$ cat src/rtl/muldiv_pkg.sv
// Shared encodings for the HI/LO multiply/divide unit: op codes, FSM states, default width.
package muldiv_pkg;
   localparam int XLEN_DEF = 32;

   localparam logic [1:0] OP_MULTU = 2'b00;
   localparam logic [1:0] OP_MULT  = 2'b01;
   localparam logic [1:0] OP_DIVU  = 2'b10;
   localparam logic [1:0] OP_DIV   = 2'b11;

   localparam logic [1:0] S_IDLE = 2'b00;
   localparam logic [1:0] S_CALC = 2'b01;
   localparam logic [1:0] S_FIX  = 2'b10;
endpackage

$ cat src/rtl/muldiv_datapath.sv
// One-bit-per-cycle step engine: shift-add multiply or restoring divide on unsigned magnitudes.
// The multiplier/dividend lives in the low accumulator and is consumed as the result shifts in.
module muldiv_datapath import muldiv_pkg::*; #(
   parameter int XLEN   = XLEN_DEF,
   parameter bit DIV_EN = 1'b1
) (
   input  logic            clk,
   input  logic            rst,
   input  logic            i_load,
   input  logic            i_step,
   input  logic            i_is_div,
   input  logic [XLEN-1:0] i_lo_init,
   input  logic [XLEN-1:0] i_b_init,
   output logic [XLEN-1:0] o_acc_hi,
   output logic [XLEN-1:0] o_acc_lo
);
   logic [XLEN-1:0] r_hi, r_lo, r_b;
   logic [XLEN:0]   w_sum, w_shl;
   logic [XLEN+1:0] w_diff;
   logic            w_ge;
   logic [XLEN-1:0] w_nxt_hi, w_nxt_lo;

   always_comb begin
      w_sum  = {1'b0, r_hi} + (r_lo[0] ? {1'b0, r_b} : '0);
      w_shl  = {r_hi, r_lo[XLEN-1]};
      // extra top bit of the difference is the borrow: set means divisor did not fit
      w_diff = {1'b0, w_shl} - {2'b00, r_b};
      w_ge   = ~w_diff[XLEN+1];
      if (DIV_EN && i_is_div) begin
         w_nxt_hi = w_ge ? w_diff[XLEN-1:0] : w_shl[XLEN-1:0];
         w_nxt_lo = {r_lo[XLEN-2:0], w_ge};
      end else begin
         w_nxt_hi = w_sum[XLEN:1];
         w_nxt_lo = {w_sum[0], r_lo[XLEN-1:1]};
      end
   end

   always_ff @(posedge clk) begin
      if (!rst) begin
         r_hi <= '0;
         r_lo <= '0;
         r_b  <= '0;
      end else if (i_load) begin
         r_hi <= '0;
         r_lo <= i_lo_init;
         r_b  <= i_b_init;
      end else if (i_step) begin
         r_hi <= w_nxt_hi;
         r_lo <= w_nxt_lo;
      end
   end

   assign o_acc_hi = r_hi;
   assign o_acc_lo = r_lo;
endmodule

$ cat src/rtl/muldiv_unit.sv
// Iterative MULT/MULTU/DIV/DIVU unit with architectural HI/LO and MTHI/MTLO writes.
// Divide support is compiled in only when MULDIV_DIV_EN is defined.
module muldiv_unit import muldiv_pkg::*; #(
   parameter int XLEN = XLEN_DEF
) (
   input  logic            clk,
   input  logic            rst,
   input  logic            start,
   input  logic [1:0]      op,
   input  logic [XLEN-1:0] operand_a,
   input  logic [XLEN-1:0] operand_b,
   input  logic            hi_we,
   input  logic            lo_we,
   input  logic [XLEN-1:0] wdata,
   output logic            busy,
   output logic            done,
   output logic [XLEN-1:0] hi,
   output logic [XLEN-1:0] lo,
   output logic            div_by_zero
);
`ifdef MULDIV_DIV_EN
   localparam bit DIV_EN = 1'b1;
`else
   localparam bit DIV_EN = 1'b0;
`endif
   localparam int CW = $clog2(XLEN);

   logic [1:0]        r_state;
   logic [CW-1:0]     r_cnt;
   logic              r_neg_res, r_done;
   logic [XLEN-1:0]   r_hi, r_lo;
   logic              w_accept, w_div_req, w_is_div, w_a_neg, w_b_neg;
   logic [XLEN-1:0]   w_a_mag, w_b_mag, w_acc_hi, w_acc_lo, w_res_hi, w_res_lo;
   logic [2*XLEN-1:0] w_prod;

   assign w_accept  = start & (r_state == S_IDLE) & (DIV_EN | ~op[1]);
   assign w_div_req = DIV_EN & op[1];
   assign w_a_neg   = op[0] & operand_a[XLEN-1];
   assign w_b_neg   = op[0] & operand_b[XLEN-1];
   assign w_a_mag   = w_a_neg ? -operand_a : operand_a;
   assign w_b_mag   = w_b_neg ? -operand_b : operand_b;

   muldiv_datapath #(.XLEN(XLEN), .DIV_EN(DIV_EN)) u_dp (
      .clk       (clk),
      .rst       (rst),
      .i_load    (w_accept),
      .i_step    (r_state == S_CALC),
      .i_is_div  (w_is_div),
      .i_lo_init (w_div_req ? w_a_mag : w_b_mag),
      .i_b_init  (w_div_req ? w_b_mag : w_a_mag),
      .o_acc_hi  (w_acc_hi),
      .o_acc_lo  (w_acc_lo)
   );

`ifdef MULDIV_DIV_EN
   logic            r_div, r_neg_rem, r_dbz, r_dbz_out;
   logic [XLEN-1:0] r_a_raw;

   always_ff @(posedge clk) begin
      if (!rst) begin
         r_div     <= 1'b0;
         r_neg_rem <= 1'b0;
         r_dbz     <= 1'b0;
         r_dbz_out <= 1'b0;
         r_a_raw   <= '0;
      end else begin
         r_dbz_out <= (r_state == S_FIX) & r_div & r_dbz;
         if (w_accept) begin
            r_div     <= op[1];
            r_neg_rem <= w_a_neg;
            r_dbz     <= op[1] & (operand_b == '0);
            r_a_raw   <= operand_a;
         end
      end
   end
   assign w_is_div    = r_div;
   assign div_by_zero = r_dbz_out;
`else
   assign w_is_div    = 1'b0;
   assign div_by_zero = 1'b0;
`endif

   // Sign correction; most-negative / -1 falls out naturally as 0x80..0 with zero remainder
   always_comb begin
      w_prod = r_neg_res ? -{w_acc_hi, w_acc_lo} : {w_acc_hi, w_acc_lo};
      {w_res_hi, w_res_lo} = w_prod;
`ifdef MULDIV_DIV_EN
      if (r_div) begin
         if (r_dbz) begin
            w_res_hi = r_a_raw;
            w_res_lo = '1;
         end else begin
            w_res_lo = r_neg_res ? -w_acc_lo : w_acc_lo;
            w_res_hi = r_neg_rem ? -w_acc_hi : w_acc_hi;
         end
      end
`endif
   end

   always_ff @(posedge clk) begin
      if (!rst) begin
         r_state   <= S_IDLE;
         r_cnt     <= '0;
         r_neg_res <= 1'b0;
         r_done    <= 1'b0;
         r_hi      <= '0;
         r_lo      <= '0;
      end else begin
         r_done <= 1'b0;
         case (r_state)
            S_IDLE: begin
               if (w_accept) begin
                  r_state   <= S_CALC;
                  r_cnt     <= '0;
                  r_neg_res <= w_a_neg ^ w_b_neg;
               end else begin
                  if (hi_we) r_hi <= wdata;
                  if (lo_we) r_lo <= wdata;
               end
            end
            S_CALC: begin
               r_cnt <= r_cnt + 1'b1;
               if (r_cnt == CW'(XLEN-1)) r_state <= S_FIX;
            end
            S_FIX: begin
               r_state <= S_IDLE;
               r_hi    <= w_res_hi;
               r_lo    <= w_res_lo;
               r_done  <= 1'b1;
            end
            default: r_state <= S_IDLE;
         endcase
      end
   end

   assign busy = (r_state != S_IDLE);
   assign done = r_done;
   assign hi   = r_hi;
   assign lo   = r_lo;
endmodule

$ cat config.mk
export PLATFORM = sky130hd
export DESIGN_NAME = muldiv_unit
export DESIGN_NICKNAME = d
export VERILOG_FILES = /design/src/rtl/muldiv_pkg.sv /design/src/rtl/muldiv_datapath.sv /design/src/rtl/muldiv_unit.sv
export SDC_FILE = /design/constraint.sdc
export NUM_CORES = 1
export LEC_CHECK = 0
export BUFFER_PORTS_ARGS = -buffer_cell sky130_fd_sc_hd__buf_2
export CORE_UTILIZATION = 29
export CTS_CLUSTER_SIZE = 14
export DETAILED_ROUTE_END_ITERATION = 8
export PLACE_DENSITY = 0.47
export SLEW_MARGIN = 20
export SYNTH_ARGS = -nofsm -noshare
export SYNTH_HDL_FRONTEND = slang
export SYNTH_SLANG_ARGS = --single-unit
$ cat constraint.sdc
create_clock -name clk -period 3.4 [get_ports clk]
set_input_delay 1.02 -clock clk [delete_from_list [all_inputs] [get_ports clk]]
set_output_delay 1.02 -clock clk [all_outputs]
set_load 0.05 [all_outputs]
* Word-level counts from Yosys, hierarchy flattened
Index checks and enable logic that the tools add are counted.
Widths: inputs -> output; s select.
** Cells by class
- Muxes and demuxes :: 18
- Reductions and logical operators :: 11
- $add $sub $neg :: 5
- Equality and inequality tests :: 8
- Bitwise gates (word level) :: 7
** Operator list (count)
- $mux 32 :: 9
- $pmux 32 s2 :: 2
- $mux 64 :: 1
- $neg 32->32 :: 2
- $neg 64->64 :: 1
- $add 32x33->33 :: 1
- $pmux 5 s2 :: 1
- $ne 2x2->1 const B :: 4
- $reduce_bool 2->1 :: 4
- $reduce_and 2->1 :: 3
- $reduce_and 3->1 :: 2
- $add 5x1->5 const B :: 1
- $eq 5x5->1 const B :: 1
- $mux 5 :: 1
- $and 1x1->1 :: 4
- $mux 2 :: 2
- $pmux 2 s2 :: 1
- $eq 2x1->1 const B :: 1
- $eq 2x2->1 const B :: 1
- $logic_not 2->1 :: 1
- $ne 2x1->1 const B :: 1
- $not 1->1 :: 2
- $reduce_or 2->1 :: 1
- $mux 1 :: 1
- $xor 1x1->1 :: 1
** Storage, ports and cells
- Word-level logic and storage cells :: 58
- Output and inout bits :: 67
- Bits in registers :: 169
- Input port bits :: 103

* Logic depth before layout (Yosys ltp)
- Depth in word-level cells :: 5
- Gate-level depth with buffers :: 12
- Depth with buffers taken out :: 10

* By module
From an unflattened synthesis, not the netlist that was laid out.
** Unflattened totals
- Cell total of the unflattened synthesis :: 1449
- Area total of the unflattened synthesis :: 11629.9 µm²
** Modules (own cells, without submodules)
- muldiv_datapath :: cells an instance 710, sequential area each 1921.8 µm², area an instance 5858.1 µm², instances 1
- muldiv_unit :: cells an instance 739, sequential area each 1461.4 µm², area an instance 5771.8 µm², instances 1

* Worst setup path before layout
Ideal clock, no wire load.
- Path kind :: in2reg
- From :: in operand_a[4]
- To :: reg u_dp.r_b[29]
- Setup slack :: 377 ps
- Stages on the path :: 7
- Required time :: 3330 ps
- Buffers on the path :: 0
- Setup time :: 70 ps
- Arrival :: 2953 ps
- Cells stage by stage :: or4_1 > nor4_1 > nand4b_1 > o31ai_1 > xnor2_1 > nand2_1 > a21oi_1
** On the way
- Cells in the longest elaborated chain, start to end :: 2
** Ends and longest elaborated chain
- start, declared :: line muldiv_unit.sv:10 : input logic [XLEN-1:0] operand_a,
- $neg 32->32 :: line muldiv_unit.sv:40 : assign w_a_mag = w_a_neg ? -operand_a : operand_a;
- $mux 32 :: line muldiv_unit.sv:40
- end signal, assigned :: line muldiv_datapath.sv:46 : r_b <= i_b_init;
- end, declared :: line muldiv_datapath.sv:17 : logic [XLEN-1:0] r_hi, r_lo, r_b;
No other way between the ends.
A chain may end at the register's enable or synchronous reset.

* Worst setup path after layout
- From :: reg u_dp.r_lo[28], in the netlist u_dp.o_acc_lo[28]
- To :: reg r_hi[9], in the netlist hi[9]
** On the way
- Cells in the longest elaborated chain, start to end :: 3
** Ends and longest elaborated chain
- start, declared :: line muldiv_datapath.sv:17
- start signal, assigned :: line muldiv_datapath.sv:45 : r_lo <= i_lo_init;
- start signal, assigned :: line muldiv_datapath.sv:49 : r_lo <= w_nxt_lo;
- $neg 64->64 :: line muldiv_unit.sv:85 : w_prod = r_neg_res ? -{w_acc_hi, w_acc_lo} : {w_acc_hi, w_acc_lo};
- $mux 64 :: line muldiv_unit.sv:85
- $pmux 32 s2 :: line muldiv_unit.sv:110 : case (r_state)
- end signal, assigned :: line muldiv_unit.sv:117 : if (hi_we) r_hi <= wdata;
- end signal, assigned :: line muldiv_unit.sv:127 : r_hi <= w_res_hi;
- end, declared :: line muldiv_unit.sv:31 : logic [XLEN-1:0] r_hi, r_lo;
No other way between the ends.

==> results summary <==
The run finished with clean final reports. The total setup buffers inserted after CTS is 0. The storage element area is 0.003385 mm².

The power dissipated by switching net loads came out at 1.721 mW. After synthesis the cells add up to 0.01139 mm². The number of warnings printed during yosys synthesis came out at 0. The full die area came out at 0.04008 mm². The number of antenna diodes came out at 0.

The post-layout worst setup margin is 0.2716 ns. The initial utilization of the core area, before any placement, comes to 29.41%. The total I/O pin count came out at 170. The number of buffers and inverters on the critical path came out at 0. The number of levels in the clock H-tree is 4.

The area used by multi-input combinational logic came out at 0.007530 mm². The total iterations of the first detailed-routing run came out at 5. sky130_fd_sc_hd__dfxtp_1 takes more of the synthesized area than any other cell. The portion of the post-synthesis area used by sequential elements is 29.70%. The floorplan has 72 rows. The fraction of registers with async set or reset after synthesis came out at 0%. The design draws 5.527 mW.

TritonCTS built the clock tree. A synthesized cell averages 7.494 µm². The initial antenna violation count is 1. The placed instances occupy a cell area of 0.01299 mm². The core outline area is 0.03874 mm².

Entering global routing, the biggest net connects 92 pins. After synthesis, the cell types taking the most area are sky130_fd_sc_hd__dfxtp_1, sky130_fd_sc_hd__nand2_1, sky130_fd_sc_hd__a21oi_1, sky130_fd_sc_hd__xnor2_1, sky130_fd_sc_hd__o21ai_0. The clock share of power came out at 40.1%. The predominant post-synthesis flop cell is sky130_fd_sc_hd__dfxtp_1. The final instance area is 0.01364 mm². Setup violations remaining at the end of the flow were counted as 0.

The die is 200.2 µm wide. For the finished layout, the period the worst path requires is 3.128 ns. The number of flops mapped to enable cells by yosys came out at 0. After detailed routing, the total wire length is 41,540 µm. During placement, the flow inserted port buffers numbering 168. The number of storage elements in the synthesis netlist is 169. The stage delay of the slowest cell on the critical path came out at 0.63 ns. The total of fill cells in the finished design came out at 4,211. Dividing the detail-routed wire length by the instance count gives 18.94 µm. The slowest stage of the critical path is the sky130_fd_sc_hd__or4_1 cell. The worst setup path is launched from a flip-flop. Measured on the finished design, the core utilization comes to 35.22%. The count of hold buffers inserted by post-cts repair came out at 0. The worst-path maximum fanout is 9.

The power per standard cell area came out at 405.1 mW/mm². The tightest hold path in the finished design has a slack of 0.4461 ns. After detailed routing, the number of vias per cell comes to 5.265.

The count of unresolved DRC violations after routing is 0. Internal power comes to 3.806 mW. The number of different library cells used by synthesis comes to 73. For the final routed database, the setup TNS stands at 0 ns.

The number of vias in the routed layout came out at 11,550. The worst slack at placement came out at 0.06629 ns. For the worst-skew pair, the clock arrives at the later sink with an insertion delay of 0.45 ns.

The congestion estimate from routability-driven global placement came to 0.8592. The detail route stage leaves a number of antenna-violating nets equal to 0. The clock passes through at most 2 buffers. The critical path's most frequent cell is sky130_fd_sc_hd__or4_1. In this design, the largest share of critical-path delay is due to simple AND/OR/NAND/NOR gates. Synthesis handed over a netlist of 1,520 instances.

The sequential cell fraction of total power is 39.8%. The critical path goes through or4_1 > or4_1 > or4_1 > o41ai_1 > xor2_1 > a211o_1 > a21oi_1. The share of the cycle needed by the critical path after routing came out at 92.01%. The remaining max-slew budget at the tightest pin is 47.25%. STA classifies the critical path endpoint as a flip-flop.

The number of resized instances in the post-cts repair step is 0. The leakage power came out at 5.292 nW. The total count of max-transition violations in the final report is 0. Data on the critical path arrives at its endpoint at 3.51 ns. The final setup skew is 0.01501 ns.

The buffer type at the clock tree root is sky130_fd_sc_hd__clkbuf_16. Setup repair after global routing left no endpoint under its margin. Clock-pin slew was measured on the worst setup and hold paths at 0.07 ns. The min-delay analysis places its worst path in the category reg2reg. The actual slew at the worst max-slew pin is 0.7830 ns. The tree built by TritonCTS fans out to 169 sinks. Of the cells placed in the final design, the portion with a size suffix greater than 1 is 17.19%. The iteration-0 DRC count of the detailed router came out at 707. The worst voltage drop across the vdd grid came out at 0.2816 mV. The area share of the leading cell type in the synthesized netlist came out at 29.70%. Net switching is 31.14% of the power.

The post-DP HPWL is 32,720 µm. The height of the chip is 200.2 µm. The global-route wire length before repair came out at 63,710 µm. The highest achievable clock rate is 319.7 MHz. The number of buffers created by CTS is 17. The total overflow left after global routing is 0. The post-layout net count is 1,803. The start-to-end type of the worst setup path is reg2reg. The layout overhead on the synthesized area is 19.77%. STA puts the critical path data required time at 3.78 ns.

The total routing resource utilization after global routing is 20.38%. The post-route non-filler standard cell count came out at 2,193. The combinational share of power is 20.0%. The number of global-route vias before repair is 10,850. The instance count after placement with tap cells included came out at 2,161.

The net count after synthesis is 1,661. The max-capacitance violation count is 0. The final count of hold timing violations was 0.
[state kept, by name (all words and copies together), names as in the netlist, 2 cells and up]
name / cells
hi: 32
lo: 32
r_state: 2
u_dp.o_acc_lo: 32
u_dp.o_acc_hi: 32
r_cnt: 5
u_dp.r_b: 32
[layout by cell type (no fill, tap or decap), types with 17 or more instances in the layout]
cell                        Yosys  routed
sky130_fd_sc_hd__nand2_1      203     203
sky130_fd_sc_hd__dfxtp_1      169     168
sky130_fd_sc_hd__buf_2          1     168
sky130_fd_sc_hd__nor2_1       137     136
sky130_fd_sc_hd__a21oi_1      127     127
sky130_fd_sc_hd__o21ai_0      107     107
sky130_fd_sc_hd__xnor2_1       72      72
sky130_fd_sc_hd__xor2_1        59      59
sky130_fd_sc_hd__buf_4          1      58
sky130_fd_sc_hd__nand3_1       47      47
sky130_fd_sc_hd__and2_1        41      41
sky130_fd_sc_hd__a211oi_1      38      38
sky130_fd_sc_hd__ha_1          37      37
sky130_fd_sc_hd__o31ai_1       31      31
sky130_fd_sc_hd__nor3_1        28      28
sky130_fd_sc_hd__a311oi_1      24      24
sky130_fd_sc_hd__inv_1         24      23
sky130_fd_sc_hd__o211ai_1      23      23
sky130_fd_sc_hd__or3_1         19      19
sky130_fd_sc_hd__clkbuf_16      0      17
[power groups by stage]
stage                     clock (mW)  sequential, mW  combinational (mW)
after CTS                       2.26            2.20                1.11
after global placement             0            2.24                1.10
after detailed placement           0            2.25                1.11
after floorplan                    0            2.37               0.569
after global routing            2.34            2.22                1.20
final                           2.22            2.20                1.11
[worst paths after layout]
path / startpoint / to / slack, ns / cells past startpoint
worst max-delay path: u_dp.o_acc_lo[28] / hi[9] / 0.27 / 7
worst min-delay path: u_dp.r_b[19] / u_dp.r_b[19] / 0.45 / 2
worst max register to register: u_dp.o_acc_lo[28] / hi[9] / 0.27 / 7
worst min register to register: u_dp.r_b[19] / u_dp.r_b[19] / 0.45 / 2
[worst min-delay path: cells and delay by family, from the launching register on]
kind / cells / cell delay [ns]
AOI/OAI and AO/OA: 1 / 0.05
DFF: 1 / 0.32
and+or+nand+nor: 1 / 0.04
[logic make-up (layout without fill, tap and decap cells)]
kind of cell               after synthesis  after routing  share of synthesized area [%]
and+or+nand+nor                        572            572                          23.98
AOI/OAI and AO/OA                      468            468                          26.61
DFF                                    169            169                          29.70
xor gates and xnor gates               131            131                          10.07
buffers and inverters                  130            285                          4.394
adders and majority gates               38             38                          4.240
muxes                                   11             11                         0.9666
other                                    1              1                        0.03292
[synth_stat cells, drive strengths merged, types with 7 or more instances]
cell,number
and3,9
a31oi,14
nor3,28
or4,18
a21o,7
a211oi,38
buf,16
nand3,47
inv,24
o21ai,107
o22ai,12
or2,8
a311oi,24
and2,41
nor2,137
dfxtp,169
a21oi,127
nor4,17
clkbuf,90
nand2,203
xnor2,72
a22oi,12
nand4,11
o41ai,18
nor2b,11
ha,37
o211ai,23
or3,20
o31ai,32
xor2,59
mux2i,11
[final cells by class]
| class | instances | area share (%) |
|---|---|---|
| clock inverters | 11 | 1.421 |
| clock buffers | 21 | 3.375 |
| inverters | 24 | 0.6603 |
| well taps | 518 | 4.751 |
| repair buffers | 229 | 9.795 |
| flip-flops and latches | 169 | 24.81 |
| multi-input cells | 1221 | 55.19 |
[metal layers]
layer / global-route usage [%] / up-vias / part of all wire (%)
met5: 0 / - / 0.031
met4: 5.495 / 2 / 1.9
met3: 2.961 / 39 / 4.9
met2: 30.30 / 308 / 42
met1: 30.25 / 5373 / 52
li1: - / 5824 / -
Note: power is estimated with default switching activity, not from simulation.
